<file path="config.mk">
export PLATFORM = sky130hd
export DESIGN_NAME = cla_slice_sequencer_flat
export DESIGN_NICKNAME = d
export VERILOG_FILES = /design/src/rtl/cla_slice_sequencer_if.sv /design/src/rtl/cla_slice_sequencer.sv /design/src/flat_wrapper.sv
export SDC_FILE = /design/constraint.sdc
export NUM_CORES = 1
export LEC_CHECK = 0
export CAP_MARGIN = 15
export CELL_PAD_IN_SITES_DETAIL_PLACEMENT = 0
export CELL_PAD_IN_SITES_GLOBAL_PLACEMENT = 2
export CORE_UTILIZATION = 27
export CTS_CLUSTER_SIZE = 30
export DETAILED_ROUTE_END_ITERATION = 10
export GPL_ROUTABILITY_DRIVEN = 0
export PLACE_DENSITY = 0.86
export SYNTH_ARGS = -nofsm -noshare
export SYNTH_HDL_FRONTEND = slang
export SYNTH_SLANG_ARGS = --single-unit
</file>
<file path="constraint.sdc">
create_clock -name clk -period 2.45 [get_ports clk]
set_input_delay 0.735 -clock clk [delete_from_list [all_inputs] [get_ports clk]]
set_output_delay 0.735 -clock clk [all_outputs]
set_load 0.005 [all_outputs]
</file>
<file path="src/rtl/cla_slice_sequencer_if.sv">
// Operand/result handshake bundle for cla_slice_sequencer.
// Optional macro CLA_SEQ_ADD_SUB_EN adds the 'op' (0 = add, 1 = subtract) signal.
interface cla_slice_sequencer_if #(
  parameter int unsigned WIDTH = 16
) ();
  logic             in_valid;
  logic             in_ready;
  logic [WIDTH-1:0] a;
  logic [WIDTH-1:0] b;
  logic             cin;
  logic             out_valid;
  logic             out_ready;
  logic [WIDTH:0]   sum;
  logic             busy;
`ifdef CLA_SEQ_ADD_SUB_EN
  logic             op;

  modport slave (
    input  in_valid, a, b, cin, op, out_ready,
    output in_ready, out_valid, sum, busy
  );
  modport master (
    output in_valid, a, b, cin, op, out_ready,
    input  in_ready, out_valid, sum, busy
  );
`else
  modport slave (
    input  in_valid, a, b, cin, out_ready,
    output in_ready, out_valid, sum, busy
  );
  modport master (
    output in_valid, a, b, cin, out_ready,
    input  in_ready, out_valid, sum, busy
  );
`endif
endinterface

</file>
<file path="src/rtl/cla_slice_sequencer.sv">
// Multi-cycle WIDTH-bit adder: one 4-bit CLA slice reused per nibble, carry chained in a register.
// Optional macro CLA_SEQ_ADD_SUB_EN enables subtraction (a + ~b + 1) selected by bus.op.
module cla_slice_sequencer #(
  parameter int unsigned WIDTH = 16
) (
  input  logic                  clk,
  input  logic                  rst,
  cla_slice_sequencer_if.slave  bus
);

  localparam int unsigned NSLICE = WIDTH / 4;
  localparam int unsigned IdxW   = (NSLICE > 1) ? $clog2(NSLICE) : 1;
  localparam logic [IdxW-1:0] LastIdx = IdxW'(NSLICE - 1);

  generate
    if ((WIDTH < 4) || ((WIDTH % 4) != 0)) begin : g_width_check
      $error("cla_slice_sequencer: WIDTH must be a multiple of 4 and at least 4");
    end
  endgenerate

  typedef enum logic [1:0] {StIdle, StRun, StDone} state_e;

  state_e           state_q, state_d;
  logic [IdxW-1:0]  idx_q, idx_d;
  logic             carry_q, carry_d;
  logic [WIDTH-1:0] a_q, a_d;
  logic [WIDTH-1:0] b_q, b_d;
  logic [WIDTH:0]   sum_q, sum_d;

  logic [3:0] nib_a, nib_b, p, g, s;
  logic [4:0] c;

  always_comb begin
    nib_a = a_q[4*int'(idx_q) +: 4];
    nib_b = b_q[4*int'(idx_q) +: 4];
    p     = nib_a ^ nib_b;
    g     = nib_a & nib_b;
    c[0]  = carry_q;
    c[1]  = g[0] | (p[0] & c[0]);
    c[2]  = g[1] | (p[1] & g[0]) | (p[1] & p[0] & c[0]);
    c[3]  = g[2] | (p[2] & g[1]) | (p[2] & p[1] & g[0]) | (p[2] & p[1] & p[0] & c[0]);
    c[4]  = g[3] | (p[3] & g[2]) | (p[3] & p[2] & g[1]) | (p[3] & p[2] & p[1] & g[0])
          | (p[3] & p[2] & p[1] & p[0] & c[0]);
    s     = p ^ c[3:0];
  end

  always_comb begin
    state_d = state_q;
    idx_d   = idx_q;
    carry_d = carry_q;
    a_d     = a_q;
    b_d     = b_q;
    sum_d   = sum_q;
    unique case (state_q)
      StIdle: begin
        if (bus.in_valid) begin
          a_d = bus.a;
`ifdef CLA_SEQ_ADD_SUB_EN
          // Subtract stores ~b and seeds the carry with 1; cin is ignored.
          b_d     = bus.op ? ~bus.b : bus.b;
          carry_d = bus.op ? 1'b1 : bus.cin;
`else
          b_d     = bus.b;
          carry_d = bus.cin;
`endif
          idx_d   = '0;
          state_d = StRun;
        end
      end
      StRun: begin
        sum_d[4*int'(idx_q) +: 4] = s;
        carry_d = c[4];
        if (idx_q == LastIdx) begin
          sum_d[WIDTH] = c[4];
          idx_d        = '0;
          state_d      = StDone;
        end else begin
          idx_d = idx_q + IdxW'(1);
        end
      end
      StDone: begin
        if (bus.out_ready) begin
          state_d = StIdle;
        end
      end
      default: state_d = StIdle;
    endcase
  end

  always_ff @(posedge clk) begin
    if (rst) begin
      state_q <= StIdle;
      idx_q   <= '0;
      carry_q <= 1'b0;
      a_q     <= '0;
      b_q     <= '0;
      sum_q   <= '0;
    end else begin
      state_q <= state_d;
      idx_q   <= idx_d;
      carry_q <= carry_d;
      a_q     <= a_d;
      b_q     <= b_d;
      sum_q   <= sum_d;
    end
  end

  assign bus.in_ready  = (state_q == StIdle);
  assign bus.out_valid = (state_q == StDone);
  assign bus.busy      = (state_q != StIdle);
  assign bus.sum       = sum_q;

endmodule
</file>
<file path="src/flat_wrapper.sv">
// flat-port wrapper written by rule: the top's interface ports become plain ports
module cla_slice_sequencer_flat 
#(
  parameter int unsigned WIDTH = 16
)
  (clk, rst, bus_in_valid, bus_a, bus_b, bus_cin, bus_out_ready, bus_in_ready, bus_out_valid, bus_sum, bus_busy);
  cla_slice_sequencer_if #(.WIDTH(WIDTH)) bus_i ();
  input  logic clk;
  input  logic rst;
  input wire logic [$bits(bus_i.in_valid)-1:0] bus_in_valid;
  input wire logic [$bits(bus_i.a)-1:0] bus_a;
  input wire logic [$bits(bus_i.b)-1:0] bus_b;
  input wire logic [$bits(bus_i.cin)-1:0] bus_cin;
  input wire logic [$bits(bus_i.out_ready)-1:0] bus_out_ready;
  output wire logic [$bits(bus_i.in_ready)-1:0] bus_in_ready;
  output wire logic [$bits(bus_i.out_valid)-1:0] bus_out_valid;
  output wire logic [$bits(bus_i.sum)-1:0] bus_sum;
  output wire logic [$bits(bus_i.busy)-1:0] bus_busy;
  assign bus_i.in_valid = bus_in_valid;
  assign bus_i.a = bus_a;
  assign bus_i.b = bus_b;
  assign bus_i.cin = bus_cin;
  assign bus_i.out_ready = bus_out_ready;
  assign bus_in_ready = bus_i.in_ready;
  assign bus_out_valid = bus_i.out_valid;
  assign bus_sum = bus_i.sum;
  assign bus_busy = bus_i.busy;
  cla_slice_sequencer #(.WIDTH(WIDTH)) u_core (.clk(clk), .rst(rst), .bus(bus_i));
endmodule
</file>
==> results of run 1 <==
## worst register-to-register path, cell delays in order, from the launching register on
cell and delay, ps:
dfxtp_4 410, buf_6 180, mux4_2 520, ha_1 320, o21a_1 190, a21oi_4 270
nor4b_2 80, a221o_1 260
## timing repair
action | in CTS | in global routing
resized for setup | 0 | 2
setup endpoints to repair | 0 | 6
setup buffers | 0 | 3
## sequential cells by signal (all words and copies together), names as in the netlist
signal,cells
u_core.a_q,16
u_core.state_q,2
u_core.b_q,16
u_core.carry_q,1
u_core.bus.sum,17
u_core.idx_q,2
## how the worst min path moves through the flow
stage | start | endpoint | depth (start not counted)
2_1_floorplan | u_core.a_q[10] | u_core.a_q[10] | 2
3_3_place_gp | u_core.a_q[7] | u_core.a_q[7] | 2
3_5_place_dp | u_core.a_q[7] | u_core.a_q[7] | 2
4_1_cts | u_core.a_q[7] | u_core.a_q[7] | 2
5_1_grt | u_core.a_q[7] | u_core.a_q[7] | 2
6_report | u_core.a_q[7] | u_core.a_q[7] | 2
## per-layer routing
layer  wire length (µm)  part of all wire  vias up
met5                  0                 0        -
met4                 59            0.0098        0
met3                278             0.046        5
met2               2750              0.46       46
met1               2950              0.49      971
li1                   -                 -     1105
## synth_stat cells (all sizes together)
cell type / instances / share of area
a32oi: 4 / 0.014
fa: 1 / 0.0078
a21oi: 38 / 0.079
nor2b: 8 / 0.020
nor3b: 2 / 0.0058
nor4b: 4 / 0.021
clkbuf: 7 / 0.010
a41o: 1 / 0.0039
dfxtp: 54 / 0.42
mux4: 8 / 0.070
nand2: 66 / 0.097
o21a: 2 / 0.0058
or2: 1 / 0.0024
a21o: 1 / 0.0029
o31a: 1 / 0.0034
a211o: 2 / 0.0068
a22oi: 10 / 0.029
nor2: 22 / 0.036
o21bai: 1 / 0.0029
and2: 1 / 0.0024
a221o: 4 / 0.016
or3b: 3 / 0.010
nand3b: 6 / 0.024
xor2: 1 / 0.0034
buf: 10 / 0.023
inv: 6 / 0.0088
ha: 12 / 0.059
a2bb2oi: 1 / 0.0034
nand2b: 1 / 0.0024
nor3: 5 / 0.0097
## cells in the final DEF, fill, tap and decap left out, drive strengths merged, types with 2 or more instances in the layout
cell type and n:
clkbuf 7, nor2 22, nor3 5, a32oi 4, dfxtp 54, o21a 2
nor2b 8, clkdlybuf4s50 55, nand3b 6, ha 12, nor4b 4, nand2 66
a211o 2, mux4 8, a221o 4, nor3b 2, buf 12, a22oi 10
a21oi 39, or3b 3, inv 6
## cells by family after synthesis
group           synth area share
compound gates             0.166
xor+xnor                 0.00341
fa+ha+maj                 0.0663
buf+inv                   0.0424
flops                      0.421
mux                       0.0702
simple gates               0.230
## cell type report
cell class              count  area (µm²)
clock buffers               7        86.3
clock inverters             1        30.0
fillers                   962        5820
inverters                   6        22.5
multi-input cells         207        1390
flip-flops and latches     54        1080
well taps                 129         161
repair buffers             67         642
## power by group through the flow
stage                     registers [mW]  clock network (mW)  logic, mW
after global placement             0.967                   0      0.296
after floorplan                    0.953                   0      0.192
after detailed placement           0.967                   0      0.301
after CTS                          0.946               0.641      0.302
after global routing               0.952               0.678      0.343
final                              0.946               0.628      0.310
==> results.tsv, run 1 <==
metric	value	unit
Critical Path Sink	u_core.bus.sum[3]	
worst r2r dst	u_core.bus.sum[3]	
Flop pwr share	0.502	
Final nets	391	
critical path startpoint category	flip-flop	
met2 Resource Use GR	0.213	
Initial Util	0.278	
Combinational Power Share	0.164	
Post-Syn Area per Cell	9.07	µm²
crit path from	u_core.idx_q[0]	
port bufs	56	
WP buf/inv	1	
Req. time, crit path	2650	ps
Layout Cells excl Fill	471	
CP Max Fanout	13	
period utilization	0.950	
cell area after synthesis	2570	µm²
Clk pin slew, worst setup/hold paths	90	ps
Clk pwr share	0.333	
hold_ws	460	ps
CP delay by family, top	compound AO/OA/AOI/OAI gates	
crit path cell chain	buf_6, mux4_2, ha_1, o21a_1, a21oi_4, nor4b_2, a221o_1	
worst r2r path cells	7	
Max VDD drop	0.000258	V
worst-skew pair later-pin latency	310	ps
Die Span X	99.5	µm
met3 Usage GRT	0.0309	
Pwr Density	551	nW/µm²
CTS Buf Count	5	
DP Area	3260	µm²
Worst-Margin Slew	433	ps
internal power	1.41	mW
Final Skew	10.3	ps
setup TNS	0	ps
initial antenna violation count	0	
num rows	35	
DP Worst Slack	29.3	ps
TritonRoute pass-1 iters	4	
post-synth cell types	36	
maximum clock rate	430	MHz
pin count of the biggest net entering global routing	37	
Inst Count DP	459	
DR vias	2127	
Die H	99.5	µm
grt ovf	0	
Setup CP Type	flip-flop to flip-flop	
Setup-failing EPs final	0	
total stage count of the critical path	7	
sequential element share of the synthesized area	0.421	
slowest CP cell	mux4_2	
share of layout cells above drive strength 1	0.120	
DR DRC count	0	
NetSw	476	µW
Final min period	2330	ps
placed wire-length estimate	4500	µm
final setup margin	123	ps
design area	3420	µm²
cts-stage hold buffer count	0	
I/O Pins	57	
Critical Path End Type	flip-flop	
maximum clock path buffer count	2	
# Max-Cap Violations	0	
status	finished, final reports clean	
drt total wl	6040	µm
Sink Count	54	
reg2reg setup slack	120	ps
number of diodes	0	
WL per Instance	12.8	µm
Final Hold Vio Count	0	
CTS tree	yes	
global-route wire length before repair	10300	µm
starting DRC count in detailed routing	90	
max incr delay on CP	510	ps
HP Class	flip-flop to flip-flop	
clock root buffer	clkbuf_8	
RR Startpoint	u_core.idx_q[0]	
Via density	4.52	
Pleak	1.28	nW
core area	9240	µm²
final slew viol count	0	
vias in the first global route	2163	
area delta synth->final	33.3	%
Relative slew margins	0.711	
Total GRT Usage	0.129	
syn nets	333	
Net Sw Frac	0.253	
worst endpoint data arrival time	2530	ps
total power	1.88	mW
number of synthesized register bits	54	
final core utilization	0.370	
Post-DRT Antenna Nets	0	
met1 Usage GRT	0.172	
die area	9900	µm²
GRT busiest layer	met2	
H-Tree Depth	2	
Yosys warnings	0	
cells after synthesis	283	
No activity file was read; power rests on OpenSTA's default activity.
==> run 2: changes to the inputs <==
Settings changed: SKIP_LAST_GASP from default to 1.
==> results of run 2 <==
Same layout as run 1: the final DEF is identical, and so are final timing and power.
